`src/rtl/multicycle_ctrl.sv`:
```
// Multicycle processor control FSM: fetch / decode / execute / memory / write-back.
// Outputs are decoded combinationally from the current state and the inputs.
// Optional feature: define MEM_TIMEOUT_EN to add a memory wait-cycle watchdog.
// The watchdog enters a sticky FAULT state after TIMEOUT_CYCLES wait cycles.
// Opcode encodings mirror the shared macro_defines.v values as local constants.

module multicycle_ctrl #(
  parameter int unsigned TIMEOUT_CYCLES = 15
) (
  input  logic       clk,
  input  logic       rst_n,
  input  logic [3:0] opcode,
  input  logic       zero,
  input  logic       mem_ready,
  output logic       mem_req,
  output logic       mem_we,
  output logic       addr_sel,
  output logic       ir_write,
  output logic       pc_write,
  output logic       reg_write,
  output logic       link_write,
  output logic [1:0] pc_src,
  output logic [2:0] state,
  output logic       retire,
  output logic       fault
);

  localparam logic [3:0] OpLdr = 4'h4;
  localparam logic [3:0] OpStr = 4'h5;
  localparam logic [3:0] OpBeq = 4'h6;
  localparam logic [3:0] OpB   = 4'h7;
  localparam logic [3:0] OpBr  = 4'h8;
  localparam logic [3:0] OpBl  = 4'h9;

  typedef enum logic [2:0] {
    StFetch  = 3'd0,
    StDecode = 3'd1,
    StExec   = 3'd2,
    StMem    = 3'd3,
    StWb     = 3'd4,
    StFault  = 3'd7
  } state_e;

  state_e state_q, state_d;
  logic   mem_wait;

  assign state = state_q;

  // A memory wait is a request cycle without a completing handshake
  assign mem_wait = ((state_q == StFetch) || (state_q == StMem)) && !mem_ready;

`ifdef MEM_TIMEOUT_EN
  localparam int unsigned CntW = (TIMEOUT_CYCLES < 2) ? 1 : $clog2(TIMEOUT_CYCLES + 1);

  logic [CntW-1:0] wait_cnt_q, wait_cnt_d;
  logic [CntW-1:0] wait_cnt_inc;
  logic            timeout_hit;

  // Count includes the current wait cycle, so FAULT follows the TIMEOUT_CYCLES-th wait
  assign wait_cnt_inc = wait_cnt_q + CntW'(1);
  assign timeout_hit  = mem_wait && (wait_cnt_inc == CntW'(TIMEOUT_CYCLES));

  // Wait counter: advance while stalled in the same state, clear otherwise
  always_comb begin
    wait_cnt_d = '0;
    if (mem_wait && (state_d == state_q)) wait_cnt_d = wait_cnt_inc;
  end

  // Wait counter register
  always_ff @(posedge clk or negedge rst_n) begin
    if (!rst_n) wait_cnt_q <= '0;
    else        wait_cnt_q <= wait_cnt_d;
  end
`else
  logic unused_timeout_cfg;
  assign unused_timeout_cfg = ^TIMEOUT_CYCLES;
`endif

  // State register
  always_ff @(posedge clk or negedge rst_n) begin
    if (!rst_n) state_q <= StFetch;
    else        state_q <= state_d;
  end

  // Next-state logic
  always_comb begin
    state_d = state_q;
    case (state_q)
      StFetch:  if (mem_ready) state_d = StDecode;
      StDecode: begin
        if ((opcode == OpB) || (opcode == OpBr) || (opcode == OpBl)) state_d = StFetch;
        else                                                         state_d = StExec;
      end
      StExec: begin
        if (opcode == OpBeq)                             state_d = StFetch;
        else if ((opcode == OpLdr) || (opcode == OpStr)) state_d = StMem;
        else                                             state_d = StWb;
      end
      StMem: begin
        if (mem_ready) state_d = (opcode == OpStr) ? StFetch : StWb;
      end
      StWb:     state_d = StFetch;
`ifdef MEM_TIMEOUT_EN
      StFault:  state_d = StFault;
`endif
      default:  state_d = StFetch;
    endcase
`ifdef MEM_TIMEOUT_EN
    if (timeout_hit) state_d = StFault;
`endif
  end

  // Output decode; everything is held low while reset is asserted
  always_comb begin
    mem_req    = 1'b0;
    mem_we     = 1'b0;
    addr_sel   = 1'b0;
    ir_write   = 1'b0;
    pc_write   = 1'b0;
    reg_write  = 1'b0;
    link_write = 1'b0;
    pc_src     = 2'b00;
    retire     = 1'b0;
    fault      = 1'b0;
    if (rst_n) begin
      case (state_q)
        StFetch: begin
          mem_req = 1'b1;
          if (mem_ready) begin
            ir_write = 1'b1;
            pc_write = 1'b1;
          end
        end
        StDecode: begin
          if (opcode == OpB) begin
            pc_write = 1'b1;
            pc_src   = 2'b01;
            retire   = 1'b1;
          end else if (opcode == OpBr) begin
            pc_write = 1'b1;
            pc_src   = 2'b10;
            retire   = 1'b1;
          end else if (opcode == OpBl) begin
            pc_write   = 1'b1;
            pc_src     = 2'b01;
            link_write = 1'b1;
            retire     = 1'b1;
          end
        end
        StExec: begin
          if (opcode == OpBeq) begin
            pc_write = zero;
            pc_src   = 2'b01;
            retire   = 1'b1;
          end
        end
        StMem: begin
          mem_req  = 1'b1;
          addr_sel = 1'b1;
          mem_we   = (opcode == OpStr);
          retire   = mem_ready && (opcode == OpStr);
        end
        StWb: begin
          reg_write = 1'b1;
          retire    = 1'b1;
        end
`ifdef MEM_TIMEOUT_EN
        StFault:  fault = 1'b1;
`endif
        default: ;
      endcase
    end
  end

endmodule

```
`config.mk`:
```
export PLATFORM = sky130hd
export DESIGN_NAME = multicycle_ctrl
export DESIGN_NICKNAME = d
export VERILOG_FILES = /design/src/rtl/multicycle_ctrl.sv
export SDC_FILE = /design/constraint.sdc
export NUM_CORES = 1
export LEC_CHECK = 0
export CORE_AREA = 3 3 40 42
export DETAILED_ROUTE_END_ITERATION = 10
export DIE_AREA = 0 0 43 45
export PLACE_DENSITY = 0.67
export SLEW_MARGIN = 20
export SYNTH_ARGS = -nofsm -noshare
export SYNTH_HDL_FRONTEND = slang
export SYNTH_SLANG_ARGS = --single-unit
```
`constraint.sdc`:
```
create_clock -name clk -period 3.2 [get_ports clk]
set_clock_uncertainty 0.15 [all_clocks]
set_input_delay 0.32 -clock clk [delete_from_list [all_inputs] [get_ports clk]]
set_output_delay 0.32 -clock clk [all_outputs]
set_load 0.005 [all_outputs]
```
* Word level (Yosys, flattened, before mapping) *
Cells that the tools add are included.

storage, ports and cells
  input bits = 8
  ROM bits = 0
  RAM bits = 0
  register bits after elaboration = 3
  memories kept = 0
  latch bits = 0
  logic and storage cells = 57
  output and inout bits = 14

operators by class
  div/mod/pow operators = 0
  $mul = 0
  equal/unequal tests = 12
  bitwise logic cells = 0
  shift operators = 0
  muxes and demuxes = 37
  reduce and logical (&&, ||, !) cells = 7
  add/subtract/negate cells = 0
  magnitude comparators = 0

operator list
  cell                  number
  $mux W1               24
  $eq A4 B3 Y1 const B  4
  $mux W3               5
  $pmux W3 S4           1
  $eq A4 B4 Y1 const B  2
  $mux W2               4
  $eq A3 B2 Y1 const B  2
  $ne A2 B2 Y1 const B  2
  $pmux W1 S4           1
  $pmux W2 S2           1
  $eq A3 B1 Y1 const B  1
  $eq A3 B3 Y1 const B  1
  $logic_not A3 Y1      1
  $logic_or A1 B1 Y1    3
  $pmux W1 S3           1
  $reduce_and A2 Y1     1
  $reduce_or A2 Y1      1
  $logic_and A1 B1 Y1   1

* Logic depth before layout (Yosys ltp) *
  depth after elaboration = 6
  mapped depth = 4
  gate-level depth less buffers = 3

* Least setup slack after synthesis *
Ideal clock, no wire load.

  path type = reg-to-output
  start = register state_q[0] (netlist: state[0])
  end = output port pc_write
  data required time = 2.730 ns
  setup slack = 1.626 ns
  path buffers = 1
  arrival = 1.104 ns
  stages on the path, launching flop included = 4
  cells stage by stage = dfrtp_1 clkbuf_1 o21ai_0 o31ai_1

on the way
  word-level cells in the longest chain between the ends = 3

RTL lines
  element                               RTL line  RTL
  from (decl)                           44        state_e state_q, state_d;
  from (signal assigned)                81        if (!rst_n) state_q <= StFetch;
  from (signal assigned)                82        else state_q <= state_d;
  $eq A3 B2 Y1 (tied with other cells)  126       case (state_q)
  $pmux W1 S3 *                         126
  $mux W1 *                             125       if (rst_n) begin
  to (decl)                             19        output logic pc_write,

Mark *: on every way between the ends. The rest lies on a longest branch, timed or not.

* Worst setup path in the final report *
  start = input port rst_n
  end = output port pc_write

on the way
  word-level cells in the longest chain between the ends = 1

RTL lines
  element      RTL line  RTL
  from (decl)  11        input logic rst_n,
  $mux W1      125

No other way between the ends.

==> reports/results.txt <==
Detailed placement finished with a half-perimeter wire length of 838 um. The final count of hold timing violations came out at 0. Setup repair after global routing left no endpoint under its margin. For flop-to-flop paths, the worst setup slack is 1730 ps. Counting every instance in the synthesized netlist gives 58.

In the post-route analysis, the smallest setup slack over all paths is 537 ps. The run finished with clean final reports. Counting flops and latches in the post-synthesis netlist gives 3. The longest clock path from root to sink contains 2 buffers. Power spread over the standard cell area amounts to 594 nW/um^2. The time the final worst path needs with I/O delays and setup was 2660 ps; the worst path required time was 2730 ps. The tools report the reg-to-reg critical path startpoint as state[1]$_DFFE_PN0P_. The logs give 0 for the initial antenna violation count and 33.7% for the initial cell density of the core. VDD sags by at most 0.276 mV. Before CTS, the worst setup slack after placement is 514 ps.

Across the run, the number of max-cap violations was 0. The endpoint kind of the worst setup timing path was an output pin. Global routing used 13.8% of the available tracks across all layers.

Buffers added to address setup during post-CTS repair amount to 0. The number of violations reported at the end of detailed-routing iteration 0 was 8; the count of different cell masters after synthesis was 32. At the worst endpoint, the arrival time is 2190 ps. Excluding fillers, the count of instances in the completed layout stands at 91. Entering global routing, the biggest net connects 17 pins. The tools report the number of remaining DRC errors as 0. The layout has 138 filler cells.

End of the worst register-to-register path: state[1]$_DFFE_PN0P_. Buffers placed on the I/O ports in this run total 20. From bottom edge to top edge, the die measures 45 um. For the leakage power of the design, the log shows 0.248 nW. The worst setup path is launched from an input port. TritonCTS built the clock tree. The post-synthesis average cell area is 7.46 um^2, and the count of nets left with antenna violations after detail routing is 0.

Derived from the worst setup path, the maximum achievable clock frequency is 375 MHz. The synthesis-to-layout area growth is 47.7%, and the setup-violating endpoint count in the final report is 0. The width of the die was 43 um; the Yosys warning count was 0. The final layout contains 85 nets. Dividing the detail-routed wire length by the instance count gives 13.1 um. The register with the most flip-flops in the layout has 3 of them.

The tools report the antenna cell count as 0. The max-slew violation count was 0. The via count was 502; the number of iterations in the first detailed-routing pass was 5.

The cell chosen for the clock root is sky130_fd_sc_hd__clkbuf_4. The post-route netlist has 10.5% of its cells at a drive strength greater than 1. In this run the standard cell core region covers 1280 um^2. After synthesis, flip-flops and latches occupy 17.3% of the total area.

The via density per instance was 5.52. After clock tree synthesis, the clock-pin slew on the worst setup and hold paths is 40 ps. The start-to-end type of the worst setup path is input port to output pin. Worst min-delay path class: input port to asynchronous set/reset pin. Summed over all layers, the routed wires come to 1190 um. The portion of the clock cycle consumed by the worst path in the final layout is 83.2%. The number of levels the H-tree was split into is 1. Sum of overflow across all layers after global routing: 0. The number of top-level design ports is 22. The first global-routing pass estimated 1960 um of wire. Overall die area: 1940 um^2. The tools report the clock insertion delay at the later pin of the skew report as 240 ps. In this run the cell area of the synthesized design comes to 433 um^2.

Hold repair after CTS inserted 0 buffers. The logs give 87 for the cell total after placement and 3 for the total clock sinks. The via count of the first global-routing pass was 466.

The tools report the number of cells upsized or downsized after cts as 0. Synthesis produced a netlist with a net count of 66. The logs give 0.723 for the final RePlAce weighted congestion and 3 for the clock buffer count from CTS.

After routing, the total negative slack on setup checks comes to 0 ps. Launch point of the critical path: rst_n. Of all nets on the critical path, the largest fanout is 7. For the worst flop-to-flop path, the logic depth is 3. The floorplan has 13 rows.
[worst max-delay path, cell delays in order]
cell	delay (ps)
sky130_fd_sc_hd__clkdlybuf4s50_1	580
sky130_fd_sc_hd__nor2b_1	360
sky130_fd_sc_hd__o21ai_0	140
sky130_fd_sc_hd__o31ai_1	250
sky130_fd_sc_hd__clkdlybuf4s50_1	540
[cell type report]
type                       count  area, um^2  share of cell area [%]
clock buffer                   4        26.3                    4.11
multi-input combinational     45         304                    47.6
inverter                       4        15.0                    2.35
sequential                     3        75.1                    11.7
tap                           15        18.8                    2.94
timing repair buffer          20         200                    31.3
[Yosys cell counts, drive strengths merged]
cell type / count / area share, %
o31ai: 1 / 1.7
and3: 2 / 2.9
nand4: 1 / 1.4
nor3: 2 / 2.3
nor2: 3 / 2.6
nand2b: 2 / 2.9
nand3: 2 / 2.3
and4bb: 1 / 2.9
inv: 4 / 3.5
nor3b: 3 / 6.4
a21oi: 3 / 3.5
o311ai: 1 / 2.0
a311o: 1 / 2.3
nor2b: 2 / 4.6
a311oi: 3 / 7.5
xor2: 1 / 2.0
conb: 1 / 0.87
o211ai: 3 / 5.2
nand2: 6 / 5.2
dfrtp: 3 / 17
and3b: 2 / 4.3
a31oi: 1 / 1.4
o21ai: 3 / 3.5
buf: 4 / 7.2
and4b: 1 / 2.3
clkbuf: 2 / 1.7
[worst max path at each step]
stage | end | slack (ps) | cells past startpoint
3_5_place_dp | pc_write | 510 | 5
6_report | pc_write | 540 | 5
5_1_grt | pc_write | 360 | 5
4_1_cts | pc_write | 520 | 5
2_1_floorplan | pc_write | 1630 | 3
3_3_place_gp | pc_write | 490 | 5
[cell usage in the layout (no fill, tap or decap)]
master / instances
sky130_fd_sc_hd__nor2_1: 3
sky130_fd_sc_hd__o31ai_1: 1
sky130_fd_sc_hd__a311o_1: 1
sky130_fd_sc_hd__nor3b_2: 1
sky130_fd_sc_hd__o21ai_0: 3
sky130_fd_sc_hd__nor2b_1: 1
sky130_fd_sc_hd__a31oi_1: 1
sky130_fd_sc_hd__nor3b_1: 2
sky130_fd_sc_hd__clkbuf_4: 3
sky130_fd_sc_hd__nand2_1: 6
sky130_fd_sc_hd__clkdlybuf4s50_1: 20
sky130_fd_sc_hd__inv_1: 4
sky130_fd_sc_hd__and3b_2: 1
sky130_fd_sc_hd__and3b_1: 1
sky130_fd_sc_hd__a21oi_1: 3
sky130_fd_sc_hd__nor2b_4: 1
sky130_fd_sc_hd__and3_1: 2
sky130_fd_sc_hd__a311oi_1: 2
sky130_fd_sc_hd__o311ai_1: 1
sky130_fd_sc_hd__xor2_1: 1
sky130_fd_sc_hd__a311oi_2: 1
sky130_fd_sc_hd__clkbuf_1: 1
sky130_fd_sc_hd__nand2b_1: 2
sky130_fd_sc_hd__nand4_1: 1
sky130_fd_sc_hd__o211ai_1: 3
sky130_fd_sc_hd__conb_1: 1
sky130_fd_sc_hd__and4b_1: 1
sky130_fd_sc_hd__nor3_1: 2
sky130_fd_sc_hd__dfrtp_1: 3
sky130_fd_sc_hd__and4bb_2: 1
sky130_fd_sc_hd__nand3_1: 2
[cell families (layout without fill, tap and decap cells)]
kind of cell           after synthesis  in the layout  share of synthesized area [%]
XOR/XNOR                             1              1                           2.02
other                                1              1                          0.866
buffers and inverters               10             28                           12.4
flip-flops                           3              3                           17.3
AND/OR/NAND/NOR                     27             27                           40.2
AO/OA/AOI/OAI                       16             16                           27.2
[through the flow]
step	power, mW	util [%]	instance area [um^2]	hold slack [ps]
4_1_cts	0.382	49.8	639	148
3_5_place_dp	0.313	47.7	613	384
6_report	0.379	49.8	639	145
2_1_floorplan	0.211	-	433	-126
3_3_place_gp	0.313	47.7	613	376
5_1_grt	0.415	49.8	639	151
[per-layer routing]
layer	up-vias	routed length (um)	global-route usage, %	share of wire, %
li1	248	-	-	-
met1	227	506	16.7	43
met2	27	589	21.6	49
met3	0	94	2.39	7.9
met4	0	0	10.8	0
met5	-	0	0	0
[power by group]
part / total [mW] / switching [mW] / internal (mW) / leakage, nW
logic: 0.200 / 0.0787 / 0.122 / 0.195
registers: 0.110 / 0.0559 / 0.0543 / 0.0383
clock network: 0.0690 / 0.0222 / 0.0468 / 0.0150
(Power assumes the default switching activity.)
